### src/rtl/sentinel_scan_engine.sv
// Sentinel scan engine: sequentially reads a word buffer and stops at the first word equal to a sentinel.
// Optional build macro SENTINEL_MASK_EN adds a cfg_mask port and masked compare.
module sentinel_scan_engine #(
    parameter int DATA_W = 32,
    parameter int ADDR_W = 10
) (
    input  logic              ACLK,
    input  logic              ARESET,
    input  logic              start,
    input  logic              abort,
    input  logic [ADDR_W-1:0] cfg_base,
    input  logic [ADDR_W-1:0] cfg_len,
    input  logic [DATA_W-1:0] cfg_sentinel,
`ifdef SENTINEL_MASK_EN
    input  logic [DATA_W-1:0] cfg_mask,
`endif
    output logic              mem_rd_en,
    output logic [ADDR_W-1:0] mem_rd_addr,
    input  logic [DATA_W-1:0] mem_rd_data,
    output logic              busy,
    output logic              done,
    output logic              irq_req,
    output logic              res_found,
    output logic [ADDR_W-1:0] res_index,
    output logic [ADDR_W-1:0] res_count
);

    typedef enum logic [1:0] {IDLE = 2'd0, SCAN = 2'd1, FIN = 2'd2} state_t;

    state_t            state_q, state_d;
    logic [ADDR_W-1:0] base_q, base_d, len_q, len_d;
    logic [DATA_W-1:0] sent_q, sent_d;
    logic [ADDR_W-1:0] issue_q, issue_d, off_q, off_d, cmp_cnt_q, cmp_cnt_d;
    logic              vld_q, vld_d, abort_q, abort_d;
    logic              res_found_q, res_found_d;
    logic [ADDR_W-1:0] res_index_q, res_index_d, res_count_q, res_count_d;
    logic              scan, issue_ok, cmp, word_eq, hit, last, drained, finish;

`ifdef SENTINEL_MASK_EN
    logic [DATA_W-1:0] mask_q, mask_d;
    assign word_eq = (mem_rd_data & mask_q) == (sent_q & mask_q);
`else
    assign word_eq = mem_rd_data == sent_q;
`endif

    // abort_q marks the cycle after a sampled abort: nothing issues and the in-flight word is dropped.
    // A zero-length scan drains through one SCAN cycle with nothing issued, giving done in cycle 2.
    always_comb begin
        scan     = state_q == SCAN;
        issue_ok = scan && !abort_q && (issue_q != len_q);
        cmp      = scan && vld_q && !abort_q;
        hit      = cmp && word_eq;
        last     = cmp && (off_q == len_q - 1'b1);
        drained  = scan && !vld_q && (issue_q == len_q);
        finish   = scan && (abort_q || hit || last || drained);
    end

    always_ff @(posedge ACLK) begin
        if (ARESET) begin
            state_q     <= IDLE;
            base_q      <= '0;
            len_q       <= '0;
            sent_q      <= '0;
            issue_q     <= '0;
            off_q       <= '0;
            cmp_cnt_q   <= '0;
            vld_q       <= 1'b0;
            abort_q     <= 1'b0;
            res_found_q <= 1'b0;
            res_index_q <= '0;
            res_count_q <= '0;
`ifdef SENTINEL_MASK_EN
            mask_q      <= '0;
`endif
        end else begin
            state_q     <= state_d;
            base_q      <= base_d;
            len_q       <= len_d;
            sent_q      <= sent_d;
            issue_q     <= issue_d;
            off_q       <= off_d;
            cmp_cnt_q   <= cmp_cnt_d;
            vld_q       <= vld_d;
            abort_q     <= abort_d;
            res_found_q <= res_found_d;
            res_index_q <= res_index_d;
            res_count_q <= res_count_d;
`ifdef SENTINEL_MASK_EN
            mask_q      <= mask_d;
`endif
        end
    end

    always_comb begin
        state_d = state_q;
        case (state_q)
            IDLE:    if (start) state_d = SCAN;
            SCAN:    if (finish) state_d = FIN;
            FIN:     state_d = IDLE;
            default: state_d = IDLE;
        endcase
    end

    always_comb begin
        base_d      = base_q;
        len_d       = len_q;
        sent_d      = sent_q;
        issue_d     = issue_q;
        off_d       = issue_q;
        cmp_cnt_d   = cmp_cnt_q;
        vld_d       = issue_ok && !finish;
        abort_d     = scan && !finish && abort;
        res_found_d = res_found_q;
        res_index_d = res_index_q;
        res_count_d = res_count_q;
`ifdef SENTINEL_MASK_EN
        mask_d      = mask_q;
`endif
        if (state_q == IDLE && start) begin
            base_d      = cfg_base;
            len_d       = cfg_len;
            sent_d      = cfg_sentinel;
            issue_d     = '0;
            cmp_cnt_d   = '0;
            res_found_d = 1'b0;
            res_index_d = '0;
            res_count_d = '0;
`ifdef SENTINEL_MASK_EN
            mask_d      = cfg_mask;
`endif
        end
        if (issue_ok) issue_d = issue_q + 1'b1;
        if (cmp) cmp_cnt_d = cmp_cnt_q + 1'b1;
        if (finish) begin
            res_found_d = 1'b0;
            res_index_d = '0;
            if (abort_q) begin
                res_count_d = cmp_cnt_q;
            end else if (hit) begin
                res_found_d = 1'b1;
                res_index_d = off_q;
                res_count_d = off_q + 1'b1;
            end else begin
                res_count_d = len_q;
            end
        end
    end

    always_comb begin
        busy        = scan;
        done        = state_q == FIN;
        irq_req     = state_q == FIN;
        mem_rd_en   = issue_ok;
        mem_rd_addr = issue_ok ? base_q + issue_q : '0;
        res_found   = res_found_q;
        res_index   = res_index_q;
        res_count   = res_count_q;
    end

endmodule

### config.mk
export PLATFORM = sky130hd
export DESIGN_NAME = sentinel_scan_engine
export DESIGN_NICKNAME = d
export VERILOG_FILES = /design/src/rtl/sentinel_scan_engine.sv
export SDC_FILE = /design/constraint.sdc
export NUM_CORES = 1
export LEC_CHECK = 0
export CORE_UTILIZATION = 46
export DETAILED_ROUTE_END_ITERATION = 6
export GPL_TIMING_DRIVEN = 0
export MAX_ROUTING_LAYER = met4
export PLACE_DENSITY = 0.82
export SLEW_MARGIN = 10
export SYNTH_ARGS = -nofsm -noshare
export SYNTH_HDL_FRONTEND = slang
export SYNTH_SLANG_ARGS = --single-unit
### constraint.sdc
create_clock -name ACLK -period 2.3 [get_ports ACLK]
set_clock_uncertainty 0.05 [all_clocks]
set_input_delay 0.46 -clock ACLK [delete_from_list [all_inputs] [get_ports ACLK]]
set_output_delay 0.46 -clock ACLK [all_outputs]
set_load 0.005 [all_outputs]
==> results.json <==
{
  "drt-pass1-iter-count": 5,
  "fin_nets": 936,
  "worstPathRequired_ps": 1790,
  "clock-sinks": 107,
  "final_area_um2": 7806,
  "p_leak_nw": 3.038,
  "powerDensity_nw_per_um2": 594.7,
  "synth_area_leaders": "dfxtp_1 40%, nand2_1 8.4%, xor2_1 7.5%, a21oi_1 7.1%, xnor2_1 3.9%",
  "cts_tree": "yes",
  "ys_types": 49,
  "port_buffers": 121,
  "areaGrowthSynthToFinish_pct": 45.33,
  "worst_slack_ps": -564.2,
  "outcome": "complete, but fails checks",
  "grt_pass1_wl_mm": 25.04,
  "ios": 123,
  "rows": 39,
  "worstSetupStartpointType": "flop",
  "hold_buffers": 0,
  "grt.total_usage_pct": 27.88,
  "cpPeakStageDelay_ps": 380,
  "final_antenna_net_count": 0,
  "ys.flop_type": "dfxtp_1",
  "synth_nets": 767,
  "die_h_um": 110.1,
  "route.detailed.drc": 0,
  "clock_latency_ps": 350,
  "power_mw": 4.642,
  "syn_area_per_cell_um2": 8.077,
  "slew_viol_final": 0,
  "vias": 5422,
  "hold_path.class": "reg -> reg",
  "root_buffer": "clkbuf_16",
  "critPathKind": "reg -> out",
  "yosys.area.top_type": "dfxtp_1",
  "antenna_found_initial": 0,
  "start_util_pct": 47.04,
  "max_cap_violations": 0,
  "dieWidth_um": 110.1,
  "rsz0062_at_grt": "true",
  "cp_slowest_cell": "dfxtp_4",
  "worstPathArrival_ps": 2350,
  "dpl.hpwl_mm": 11.74,
  "cts.htree.levels": 3,
  "path_cells": "ha_4, a21o_1, a21oi_2, nor2b_2, o21a_1, o41ai_2, buf_4, o21ai_2, xnor2_1, nor2_1, buf_2",
  "period_minus_slack_ps": 2864,
  "synthArstFlopShare_pct": 0,
  "drive_gt1_share_pct": 19.19,
  "via_per_inst": 5.521,
  "syn-cell-area_um2": 5371,
  "grt_pass1_vias": 5193,
  "drt_wl_total_mm": 16.56,
  "fmax_ghz": 0.3491,
  "wire_per_inst_um": 16.87,
  "ys_seq_elements": 107,
  "failed_checks": "setup timing",
  "worstPathMaxFanout": 3,
  "die_area_um2": 12110,
  "synth_edf_count": 0,
  "cts_buffers": 9,
  "place_area_um2": 6794,
  "grt.overflow.total": 0,
  "drt_iter0_markers": 353,
  "coreArea_um2": 11420,
  "synthCells": 665,
  "fin_tns_setup_ps": -8963,
  "synth-seq-area-share_pct": 39.88,
  "tightest_slew_ps": 1062,
  "period_share_pct": 124.5,
  "synth_top_area_share_pct": 39.88,
  "num_antenna_cells": 0,
  "place_congestion": 0.8866,
  "grt_max_degree": 17,
  "fillCellCount": 888,
  "clk_pin_slew_ps": 70,
  "irDropWorstVdd_mv": 0.3888,
  "setup_viol": 35,
  "yosysWarnings": 0,
  "crit_path_end_kind": "output pin",
  "hold_viol": 0,
  "maxSlewHeadroom_pct": 28.94,
  "ctsLongestPathBuffers": 2,
  "final_core_util_pct": 68.37
}
[synthesized netlist by cell type, types with 2 or more instances]
| cell type | n |
|---|---|
| mux2i_1 | 3 |
| nor3_1 | 10 |
| nor3b_1 | 7 |
| a21oi_1 | 76 |
| nor4_1 | 16 |
| nor2_1 | 43 |
| nand3b_1 | 3 |
| o41ai_1 | 2 |
| a21o_1 | 5 |
| inv_1 | 14 |
| o21a_1 | 3 |
| buf_6 | 2 |
| nand2b_1 | 3 |
| buf_2 | 3 |
| xor2_1 | 46 |
| nand2_1 | 120 |
| dfxtp_1 | 107 |
| ha_1 | 13 |
| and3_1 | 12 |
| buf_1 | 9 |
| a311oi_1 | 2 |
| and2_1 | 3 |
| buf_4 | 2 |
| or3_1 | 4 |
| nor2b_1 | 15 |
| a211oi_1 | 7 |
| nand4_1 | 6 |
| o211ai_1 | 6 |
| o21ai_0 | 17 |
| o31ai_1 | 3 |
| xnor2_1 | 24 |
| clkbuf_1 | 23 |
| a22o_1 | 10 |
| nand3_1 | 30 |
| nor3_2 | 2 |
[layout make-up]
type	instances	area (um2)	share of cell area [%]
multi-input cells	504	3353	42.96
well taps	143	178.9	2.292
clock inverters	4	50.05	0.6411
plain buffers	34	177.7	2.276
flip-flops and latches	107	2186	28.00
repair buffers	164	1558	19.96
clock buffers	12	246.5	3.158
inverters	14	56.30	0.7213
[worst max-delay path, delay by kind of cell (launching register included)]
kind | cells | cell delay, ps
AOI/OAI and AO/OA | 5 | 850
xor gates and xnor gates | 1 | 120
adders and majority gates | 1 | 190
buffers and inverters | 2 | 290
DFF | 1 | 380
and+or+nand+nor | 2 | 170
[through the flow]
step                      hold WS [ps]  std cells  worst slack [ps]
after floorplan                  390.6        665            -14.36
after CTS                        413.7        973            -610.8
final                            413.0        982            -564.2
after global placement           383.4        929            -866.4
after global routing             435.2        982            -659.2
after detailed placement         402.4        929            -922.0
[logic make-up (layout without fill, tap and decap cells)]
family          after synthesis  after routing  share of synthesized area, %
mux                           3              3                        0.5591
buf+inv                      54            228                         4.286
xor+xnor                     70             70                         11.41
simple gates                279            279                         24.64
flops                       107            107                         39.88
compound gates              138            138                         15.82
fa+ha+maj                    14             14                         3.401
[power by group]
part | internal, mW | leakage, nW | switching (mW) | total [mW]
clock | 0.874 | 0.139 | 0.691 | 1.56
sequential | 1.94 | 0.882 | 0.0850 | 2.02
combinational | 0.518 | 2.02 | 0.538 | 1.06
total | 3.33 | 3.04 | 1.31 | 4.64
[worst paths after layout]
kind | from | end | slack, ps | cells past startpoint
worst max register to register | len_q[3] | res_index[5] | -220 | 10
worst min register to register | base_q[8] | base_q[8] | 410 | 2
worst max-delay path | issue_q[1] | mem_rd_addr[9] | -560 | 11
worst min-delay path | base_q[8] | base_q[8] | 410 | 2
[sequential cells by signal, indices dropped and copies added, names as in the netlist]
name       flops
state_q        2
abort_q        1
res_count     10
len_q         10
off_q         10
res_index     10
vld_q          1
issue_q       10
sent_q        32
base_q        10
cmp_cnt_q     10
res_found      1
[layout by cell type (no fill, tap or decap), types with 4 or more instances in the layout]
cell / count
a211oi_1: 5
a21o_1: 5
a21oi_1: 73
a22o_1: 10
and3_1: 12
buf_1: 9
buf_2: 8
buf_4: 28
buf_6: 23
clkbuf_1: 17
clkbuf_16: 9
clkbuf_2: 4
clkdlybuf4s50_1: 110
dfxtp_1: 86
dfxtp_2: 14
dfxtp_4: 7
ha_1: 10
inv_1: 13
nand2_1: 119
nand3_1: 19
nand3_2: 10
nand4_1: 6
nor2_1: 34
nor2_2: 5
nor2_4: 4
nor2b_1: 14
nor3_1: 9
nor3b_1: 4
nor4_1: 13
o211ai_1: 6
o21ai_0: 10
o21ai_2: 4
xnor2_1: 22
xor2_1: 44
[layer usage]
layer | share of wire, % | global-route usage (%) | vias up
met5 | 0 | - | -
met1 | 42 | 34.09 | 2573
li1 | - | - | 2621
met2 | 50 | 47.19 | 193
met4 | 2.1 | 9.905 | 0
met3 | 5.2 | 3.527 | 35
[what timing repair did]
action,in CTS,in global routing
setup buffers,30,15
pin swaps,46,35
gates cloned,3,0
resized for setup,129,52
setup endpoints to repair,42,62
hold endpoints to repair,0,0
Note: power is estimated with default switching activity, not from simulation.
